--- src/rtl/fifo_req_arbiter_if.sv ---
// Handshake bundle between producer/consumer requesters, the FIFO pointer
// controller status, and the request arbiter.
interface fifo_req_arbiter_if;

    // Requester side
    logic push_req;
    logic pop_req;

    // Pointer controller status
    logic full;
    logic emp;

    // Strobes toward the pointer controller
    logic wr;
    logic rd;

    // Acknowledges back to the requesters
    logic push_ack;
    logic pop_ack;

    // Arbitration and stall status
    logic last_grant;
    logic push_stall;
    logic pop_stall;

    // Environment side: drives requests and status, observes strobes
    modport master (
        output push_req,
        output pop_req,
        output full,
        output emp,
        input  wr,
        input  rd,
        input  push_ack,
        input  pop_ack,
        input  last_grant,
        input  push_stall,
        input  pop_stall
    );

    // Arbiter side
    modport slave (
        input  push_req,
        input  pop_req,
        input  full,
        input  emp,
        output wr,
        output rd,
        output push_ack,
        output pop_ack,
        output last_grant,
        output push_stall,
        output pop_stall
    );

endinterface

--- src/rtl/fifo_req_arbiter.sv ---
// Push/pop request arbiter feeding the FIFO pointer controller.
// Produces mutually exclusive one-cycle wr/rd strobes, alternates priority
// under contention, inserts one idle cycle after every grant so full/emp
// settle, and flags requests blocked for STALL_LIMIT consecutive cycles.
module fifo_req_arbiter #(
    parameter int unsigned STALL_LIMIT = 16
) (
    input  logic              clk,
    input  logic              rst,
    fifo_req_arbiter_if.slave bus
);

    localparam int unsigned CNT_W = $clog2(STALL_LIMIT + 1);
    localparam logic [CNT_W-1:0] CNT_MAX = CNT_W'(STALL_LIMIT);

    // Registered state
    logic             wr_q,         wr_d;
    logic             rd_q,         rd_d;
    logic             push_ack_q,   push_ack_d;
    logic             pop_ack_q,    pop_ack_d;
    logic             last_grant_q, last_grant_d;
    logic             holdoff_q,    holdoff_d;
    logic [CNT_W-1:0] push_cnt_q,   push_cnt_d;
    logic [CNT_W-1:0] pop_cnt_q,    pop_cnt_d;
    logic             push_stall_q, push_stall_d;
    logic             pop_stall_q,  pop_stall_d;

    // Arbitration intermediates
    logic w_ok;
    logic r_ok;
    logic grant_w;
    logic grant_r;

    // Saturating blocked-cycle counter step; clears when granted or idle
    function automatic logic [CNT_W-1:0] stall_step(
        input logic             req,
        input logic             granted,
        input logic [CNT_W-1:0] cnt
    );
        logic [CNT_W-1:0] nxt;
        nxt = cnt;
        if (!req || granted) begin
            nxt = '0;
        end else if (cnt != CNT_MAX) begin
            nxt = cnt + CNT_W'(1);
        end
        return nxt;
    endfunction

    // Eligibility and priority selection; a tie goes opposite to last grant
    always_comb begin
        w_ok    = bus.push_req & ~bus.full & ~holdoff_q;
        r_ok    = bus.pop_req  & ~bus.emp  & ~holdoff_q;
        grant_w = w_ok & (~r_ok |  last_grant_q);
        grant_r = r_ok & (~w_ok | ~last_grant_q);
    end

    // Next-state for strobes, acks, priority, holdoff and stall tracking
    always_comb begin
        wr_d         = 1'b0;
        rd_d         = 1'b0;
        push_ack_d   = 1'b0;
        pop_ack_d    = 1'b0;
        last_grant_d = last_grant_q;
        holdoff_d    = 1'b0;

        if (grant_w) begin
            wr_d         = 1'b1;
            push_ack_d   = 1'b1;
            last_grant_d = 1'b0;
            holdoff_d    = 1'b1;
        end else if (grant_r) begin
            rd_d         = 1'b1;
            pop_ack_d    = 1'b1;
            last_grant_d = 1'b1;
            holdoff_d    = 1'b1;
        end

        push_cnt_d   = stall_step(bus.push_req, grant_w, push_cnt_q);
        pop_cnt_d    = stall_step(bus.pop_req,  grant_r, pop_cnt_q);
        push_stall_d = (push_cnt_d == CNT_MAX);
        pop_stall_d  = (pop_cnt_d  == CNT_MAX);
    end

    // State register; reset clears everything at once, mid-pulse included
    always_ff @(posedge clk or posedge rst) begin
        if (rst) begin
            wr_q         <= 1'b0;
            rd_q         <= 1'b0;
            push_ack_q   <= 1'b0;
            pop_ack_q    <= 1'b0;
            last_grant_q <= 1'b1;
            holdoff_q    <= 1'b0;
            push_cnt_q   <= '0;
            pop_cnt_q    <= '0;
            push_stall_q <= 1'b0;
            pop_stall_q  <= 1'b0;
        end else begin
            wr_q         <= wr_d;
            rd_q         <= rd_d;
            push_ack_q   <= push_ack_d;
            pop_ack_q    <= pop_ack_d;
            last_grant_q <= last_grant_d;
            holdoff_q    <= holdoff_d;
            push_cnt_q   <= push_cnt_d;
            pop_cnt_q    <= pop_cnt_d;
            push_stall_q <= push_stall_d;
            pop_stall_q  <= pop_stall_d;
        end
    end

    // Output drive straight from flops
    assign bus.wr         = wr_q;
    assign bus.rd         = rd_q;
    assign bus.push_ack   = push_ack_q;
    assign bus.pop_ack    = pop_ack_q;
    assign bus.last_grant = last_grant_q;
    assign bus.push_stall = push_stall_q;
    assign bus.pop_stall  = pop_stall_q;

    // The controller must never see a write and a read in the same cycle
    a_excl: assert property (@(posedge clk) disable iff (rst) !(wr_q && rd_q));

endmodule

--- src/flat_wrapper.sv ---
// flat-port wrapper written by rule: the top's interface ports become plain ports
module fifo_req_arbiter_flat 
#(
    parameter int unsigned STALL_LIMIT = 16
)
  (clk, rst, bus_push_req, bus_pop_req, bus_full, bus_emp, bus_wr, bus_rd, bus_push_ack, bus_pop_ack, bus_last_grant, bus_push_stall, bus_pop_stall);
  fifo_req_arbiter_if bus_i ();
  input  logic clk;
  input  logic rst;
  input wire logic [$bits(bus_i.push_req)-1:0] bus_push_req;
  input wire logic [$bits(bus_i.pop_req)-1:0] bus_pop_req;
  input wire logic [$bits(bus_i.full)-1:0] bus_full;
  input wire logic [$bits(bus_i.emp)-1:0] bus_emp;
  output wire logic [$bits(bus_i.wr)-1:0] bus_wr;
  output wire logic [$bits(bus_i.rd)-1:0] bus_rd;
  output wire logic [$bits(bus_i.push_ack)-1:0] bus_push_ack;
  output wire logic [$bits(bus_i.pop_ack)-1:0] bus_pop_ack;
  output wire logic [$bits(bus_i.last_grant)-1:0] bus_last_grant;
  output wire logic [$bits(bus_i.push_stall)-1:0] bus_push_stall;
  output wire logic [$bits(bus_i.pop_stall)-1:0] bus_pop_stall;
  assign bus_i.push_req = bus_push_req;
  assign bus_i.pop_req = bus_pop_req;
  assign bus_i.full = bus_full;
  assign bus_i.emp = bus_emp;
  assign bus_wr = bus_i.wr;
  assign bus_rd = bus_i.rd;
  assign bus_push_ack = bus_i.push_ack;
  assign bus_pop_ack = bus_i.pop_ack;
  assign bus_last_grant = bus_i.last_grant;
  assign bus_push_stall = bus_i.push_stall;
  assign bus_pop_stall = bus_i.pop_stall;
  fifo_req_arbiter #(.STALL_LIMIT(STALL_LIMIT)) u_core (.clk(clk), .rst(rst), .bus(bus_i));
endmodule
--- config.mk ---
export PLATFORM = sky130hd
export DESIGN_NAME = fifo_req_arbiter_flat
export DESIGN_NICKNAME = d
export VERILOG_FILES = /design/src/rtl/fifo_req_arbiter_if.sv /design/src/rtl/fifo_req_arbiter.sv /design/src/flat_wrapper.sv
export SDC_FILE = /design/constraint.sdc
export NUM_CORES = 1
export LEC_CHECK = 0
export ABC_CLOCK_PERIOD_IN_PS = 2300
export BUFFER_PORTS_ARGS = -buffer_cell sky130_fd_sc_hd__buf_4
export CAP_MARGIN = 20
export CORE_MARGIN = 8
export CORE_UTILIZATION = 30
export DETAILED_ROUTE_END_ITERATION = 7
export PLACE_DENSITY = 0.53
export SETUP_SLACK_MARGIN = 0.3
export SLEW_MARGIN = 10
export SYNTH_ARGS = -nofsm -noshare
export SYNTH_HDL_FRONTEND = slang
export SYNTH_SLANG_ARGS = --single-unit
--- constraint.sdc ---
create_clock -name clk -period 2.3 [get_ports clk]
set_input_delay 0 -clock clk [delete_from_list [all_inputs] [get_ports clk]]
set_output_delay 0 -clock clk [all_outputs]
set_load 0.01 [all_outputs]
==> impl_metrics.csv, run 1 <==
group,metric,value,unit
detailed_routing,drt_wl_total,1.467,mm
floorplan,num_io_pins,13,
synthesis,synth_nets,91,
synthesis,ys_seq_elements,16,
clock_network,cts_tree,"done",
critical_path,worstSetupPathType,"reg -> reg",
critical_path,cp_data_required_time,2.49,ns
detailed_routing,drt-initial-drc-count,14,
detailed_routing,vias,570,
layout,mostFrequentLayoutCells,"dfrtp_1, nor2_1, buf_4",
synthesis,async_reset_ff_share,100.0,%
floorplan,dieWidth,70.11,um
critical_path,crit_arrival,1.65,ns
synthesis,synth_edf_count,0,
hold_path,hold_path_class,"in -> reg",
power,power.leakage,0.4724,nW
clock_network,cts.clk_slew.worst_paths,0.10,ns
detailed_routing,ant_nets,0,
detailed_routing,post_drt_wl_per_cell,11.55,um
grt,grtUsageTotal,6.514,%
detailed_routing,first_pass_iters,4,
timing,period_share,63.66,%
critical_path,startpoint_type,"flip-flop",
timing,max_slew_margin,59.03,%
synthesis,ys_seq_area_share,45.73,%
layout,synthToLayoutAreaGrowth,18.09,%
critical_path,crit_slowest_cell,"dfrtp_1",
timing,grt_setup_unrepaired,"no",
floorplan,rows,19,
placed_design,preCtsSetupSlack,0.8484,ns
power,p_total,0.6309,mW
placed_design,dp_hpwl,1.138,mm
placed_design,gp_congestion,0.8337,
timing,worst_hold_slack,0.01499,ns
timing,max_freq,683.0,MHz
synthesis,synth_top_cell_by_area,"dfrtp_1",
power,internal-power,0.4516,mW
clock_network,ctsResizeCount,0,
hold_path,hold_depth,3,
job,drv_cap,0,
grt,antenna_found_initial,0,
grt,grt_use_met2,9.239,%
detailed_routing,avgViaCountPerCell,4.488,
critical_path,crit_chain,"inv_2, ha_1, nand2_1, nor3b_2, o21ai_1, a2111oi_2",
critical_path,crit_family,"flip-flops",
placed_design,dpl.cell_count,121,
grt,grt_pass1_wl,2.718,mm
clock_network,hold_buffers,2,
power,ir_drop,470.4,uV
synthesis,synth_top_cell_area_share,42.74,%
layout,final_area,1037,um^2
placed_design,portBuffers,12,
synthesis,syn_area_per_cell,10.84,um^2
timing,setup_slack,0.8358,ns
layout,fin_cells,127,
floorplan,core_area,2781,um^2
critical_path,cp_slowest_stage_delay,0.44,ns
timing,slew_viol_final,0,
timing,setup_viol,0,
clock_network,cts_max_level,1,
synthesis,synth-main-ff-cell,"dfrtp_1",
placed_design,place_area,980.9,um^2
timing,worst_slew_pin_slew,0.6138,ns
synthesis,yosys_warnings,0,
power,p_seq_share,52.0,%
clock_network,postCtsSetupBuffers,0,
clock_network,clock_path_buffers,2,
critical_path,worstSetupPathDepth,6,
run_status,status,"finished clean",
clock_network,cts_buffers,3,
critical_path,worstSetupEndpointType,"flip-flop",
power,clkPwrFrac,30.2,%
grt,grt_use_met3,1.977,%
timing,hold_violations,0,
clock_network,clock-sinks,16,
grt,grt_busiest_layer,"met2",
floorplan,dieArea,4915,um^2
power,p_sw,0.1793,mW
timing,setup_tns,0,ns
grt,grt_pass1_vias,608,
synthesis,synth_cell_type_count,29,
critical_path,crit_fanout,5,
critical_path,cp.buffers_inverters,1,
floorplan,start_util,31.58,%
power,cellPowerDensity,608.2,nW/um^2
power,comb_power_share,17.8,%
detailed_routing,drc,0,
clock_network,root_buffer,"clkbuf_4",
layout,finalNetCount,107,
grt,grt_max_degree,17,
synthesis,synth_cells,81,
layout,layout-drive-gt1-share,30.21,%
grt,met1_usage,9.106,%
layout,utilization,37.29,%
synthesis,synth_area,878.3,um^2
synthesis,yosys-top-cells-area,"dfrtp_1, ha_1, nor2_1",
critical_path,reg2reg_depth,6,
timing,min_period,1.464,ns
timing,finClkSkew,0.002712,ns
layout,antenna_cells,0,
floorplan,die_h,70.11,um
power,swShare,28.42,%
clock_network,insertion_delay,0.28,ns
layout,final_common_cell,"dfrtp_1",
grt,grt-ovfl-total,0,
==> tightest hold or removal path, stage by stage <==
cell	delay, ns
buf_4	0.13
o31ai_4	0.09
nor2_1	0.05
==> power by group through the flow <==
| stage | registers, mW | clock network, mW | logic [mW] |
|---|---|---|---|
| 2_1_floorplan | 0.332 | 0 | 0.0739 |
| 3_3_place_gp | 0.333 | 0 | 0.112 |
| 3_5_place_dp | 0.332 | 0 | 0.113 |
| 4_1_cts | 0.328 | 0.197 | 0.115 |
| 5_1_grt | 0.333 | 0.207 | 0.126 |
| 6_report | 0.328 | 0.191 | 0.112 |
==> synth_stat cells (2+ instances only) <==
master,instances
dfrtp_1,15
nor2_1,12
inv_1,6
nand3_1,5
ha_1,4
xor2_1,4
a21oi_1,3
nor3_1,3
buf_4,2
inv_2,2
nand2b_4,2
nor2_4,2
nor2b_1,2
o21ai_0,2
o31ai_4,2
xnor2_1,2
==> layout make-up <==
cell class,count,area [um^2]
multi-input combinational,54,420.4
fill,273,1744
tap,31,38.79
inverter,8,30.03
sequential,16,401.6
clock buffer,4,36.28
timing repair buffer,14,110.1
==> registers in the layout, indices dropped and copies added, names as in the netlist <==
name / count
u_core.pop_cnt_q: 5
u_core.push_cnt_q: 5
u_core.bus.last_grant: 1
u_core.bus.pop_stall: 1
u_core.bus.push_stall: 1
u_core.bus.rd: 1
u_core.bus.wr: 1
u_core.holdoff_q: 1
==> routing by layer <==
| layer | vias to the layer above | wire [um] |
|---|---|---|
| met4 | 0 | 14 |
| met1 | 259 | 823 |
| li1 | 296 | - |
| met3 | 2 | 60 |
| met5 | - | 0 |
| met2 | 13 | 568 |
==> cells by family after synthesis <==
group	synth area share [%]
compound gates	10.82
fa+ha+maj	5.698
simple gates	23.50
xor+xnor	7.835
buf+inv	6.410
flops	45.73
==> worst paths after layout <==
check | start | end | slack [ns]
setup / recovery | u_core.pop_cnt_q[0] | u_core.bus.pop_stall | 0.84
hold / removal | bus_push_req | u_core.push_cnt_q[1] | 0.01
setup reg to reg | u_core.pop_cnt_q[0] | u_core.bus.pop_stall | 0.84
hold reg to reg | u_core.bus.last_grant | u_core.bus.last_grant | 0.56
max in group asynchronous | rst | u_core.bus.wr | 1.57
min in group asynchronous | rst | u_core.pop_cnt_q[2] | 0.34
(Power assumes the default switching activity.)
==> run 2, diff against run 1 <==
--- a/config.mk
+++ b/config.mk
@@ -5,7 +5,7 @@
 export SDC_FILE = /design/constraint.sdc
 export NUM_CORES = 1
 export LEC_CHECK = 0
-export ABC_CLOCK_PERIOD_IN_PS = 2300
+export ABC_CLOCK_PERIOD_IN_PS = 1400
 export BUFFER_PORTS_ARGS = -buffer_cell sky130_fd_sc_hd__buf_4
 export CAP_MARGIN = 20
 export CORE_MARGIN = 8
==> constraint.sdc (replaced) <==
create_clock -name clk -period 1.4 [get_ports clk]
set_input_delay 0 -clock clk [delete_from_list [all_inputs] [get_ports clk]]
set_output_delay 0 -clock clk [all_outputs]
set_load 0.01 [all_outputs]
==> run 2 against run 1 <==
Effect of this change:
- the run now ends with setup timing left
- first-iteration DRC count shrank 64%
- total power grew 85%
- utilization increased by 8.2 points
- critical endpoint is now u_core.pop_cnt_q[0]
- non-clock buffer count up 17
- clock power increased by 64%
- sequential share of layout area is 6.9 points lower
- register-to-register slack got worse by 0.85 ns
- maximum frequency up 3.7%
- largest cell class unchanged
- via count grew 14%
==> impl_metrics.csv, run 2 (synthesis results as in run 1) <==
group,metric,value,unit
run_status,status,"complete, but fails checks",
run_status,violations,"setup timing",
critical_path,cp_data_required_time,1.59,ns
grt,grtUsageTotal,7.863,%
detailed_routing,drt_wl_total,1.772,mm
timing,setup_viol,1,
timing,setup_tns,-0.01224,ns
detailed_routing,post_drt_wl_per_cell,12.31,um
layout,synthToLayoutAreaGrowth,44.02,%
layout,utilization,45.48,%
timing,grt_setup_unrepaired,"yes",
clock_network,root_buffer,"clkbuf_4",
timing,worst_slew_pin_slew,0.6154,ns
power,p_total,1.166,mW
critical_path,reg2reg_depth,8,
hold_path,hold_path_class,"in -> reg",
hold_path,hold_depth,3,
clock_network,cts.clk_slew.worst_paths,0.10,ns
timing,min_period,1.412,ns
layout,finalNetCount,124,
clock_network,cts_tree,"done",
critical_path,crit_chain,"inv_2, ha_4, nand2_4, buf_4, buf_6, nor3_4, xnor2_1, nor2_1",
detailed_routing,wl_met3,54,um
detailed_routing,wl_met1,787,um
power,cellPowerDensity,921.4,nW/um^2
critical_path,worstSetupPathType,"reg -> reg",
layout,largestRegisters,"u_core.pop_cnt_q: 5 flops, u_core.push_cnt_q: 5 flops",
job,drv_cap,0,
floorplan,start_util,31.58,%
floorplan,die_h,70.11,um
timing,max_freq,708.1,MHz
placed_design,dp_hpwl,1.218,mm
detailed_routing,highest_layer,"met3",
critical_path,crit_arrival,1.60,ns
grt,grt_max_degree,17,
timing,slew_viol_final,0,
timing,worst_hold_slack,0.02540,ns
clock_network,clock_path_buffers,2,
layout,layout-drive-gt1-share,53.10,%
layout,final_common_cell,"buf_4",
detailed_routing,vias,647,
floorplan,core_area,2781,um^2
grt,antenna_found_initial,0,
timing,setup_slack,-0.01224,ns
critical_path,cp_slowest_stage_delay,0.42,ns
grt,grt_pass1_vias,717,
critical_path,reg2reg_from,"u_core.pop_cnt_q[0]",
timing,hold_violations,0,
floorplan,dieWidth,70.11,um
clock_network,cts_max_level,1,
placed_design,dpl.cell_count,122,
placed_design,portBuffers,12,
layout,fin_cells,144,
detailed_routing,route.met2.wl,930,um
grt,grt_pass1_wl,3.194,mm
clock_network,clock-sinks,16,
layout,mostFrequentLayoutCells,"buf_4, dfrtp_1, nor2_1",
floorplan,dieArea,4915,um^2
timing,finClkSkew,0.007249,ns
critical_path,crit_fanout,3,
placed_design,gp_congestion,0.7739,
critical_path,startpoint_type,"flip-flop",
floorplan,rows,19,
power,ir_drop,725.9,uV
critical_path,crit_slowest_cell,"dfrtp_1",
layout,antenna_cells,0,
critical_path,r2r_end,"u_core.pop_cnt_q[0]",
timing,period_share,100.9,%
critical_path,worstSetupEndpointType,"flip-flop",
detailed_routing,ant_nets,0,
hold_path,min-delay-start,"bus_emp",
floorplan,num_io_pins,13,
detailed_routing,drc,0,
power,power.leakage,0.5625,nW
timing,max_slew_margin,58.93,%
critical_path,r2r_slack,-0.01,ns
grt,grt-ovfl-total,0,
hold_path,hold_end,"u_core.bus.last_grant",
clock_network,cts_buffers,3,
detailed_routing,first_pass_iters,2,
detailed_routing,drt-initial-drc-count,5,
detailed_routing,avgViaCountPerCell,4.493,
clock_network,insertion_delay,0.29,ns
## run 2: cell count changes in the layout (fill, tap and decap cells not counted), moves of 2 or more
| cell | change |
|---|---|
| nor2_4 | +2 |
| ha_2 | +2 |
| inv_1 | -3 |
| buf_4 | +10 |
| buf_6 | +6 |
| ha_4 | +2 |
| nor2_1 | -3 |
| ha_1 | -4 |
| inv_2 | +3 |
## run 2: report_power, final
group	total, mW	internal, mW	switching (mW)
logic	0.316	0.178	0.139
registers	0.535	0.496	0.0386
clock network	0.314	0.158	0.155
## run 2: layer usage
| metal | vias to the layer above | track usage [%] |
|---|---|---|
| met5 | - | 0 |
| met4 | 0 | 4.688 |
| met3 | 0 | 1.977 |
| met2 | 11 | 13.30 |
| met1 | 303 | 8.645 |
| li1 | 333 | - |
## run 2: worst max-delay path by stage
stage | start | end | cells past startpoint
2_1_floorplan | u_core.pop_cnt_q[1] | u_core.bus.pop_stall | 6
3_3_place_gp | u_core.push_cnt_q[0] | u_core.bus.push_stall | 6
3_5_place_dp | u_core.pop_cnt_q[0] | u_core.bus.pop_stall | 6
4_1_cts | u_core.pop_cnt_q[1] | u_core.bus.pop_stall | 6
5_1_grt | u_core.pop_cnt_q[1] | u_core.bus.pop_stall | 6
6_report | u_core.pop_cnt_q[0] | u_core.pop_cnt_q[0] | 8
## run 2: per-stage QoR
step                setup slack [ns]  instance area (um^2)
floorplan                     0.1008                 909.6
global placement             0.06477                  1020
detailed placement          0.007294                  1020
CTS                          0.04815                  1190
global route                 -0.1107                  1265
finish                      -0.01224                  1265
## run 2: timing repair
item,4_1_cts,5_1_grt
setup endpoints to repair,12,13
hold buffers,3,0
buffers inserted,10,5
pin swaps,10,9
hold endpoints to repair,20,0
resized for setup,10,10
## run 2: layout make-up
class | instances | area (um^2)
clock buffer | 4 | 36.28
inverter | 8 | 30.03
sequential | 16 | 402.9
fill | 260 | 1516
tap | 31 | 38.79
timing repair buffer | 31 | 262.8
multi-input combinational | 54 | 494.2
## run 2: worst max-delay path, delay by kind of cell, from the launching register on
kind | cells | cell delay, ns
xor+xnor | 1 | 0.14
flops | 1 | 0.42
simple gates | 3 | 0.27
fa+ha+maj | 1 | 0.14
buf+inv | 3 | 0.34
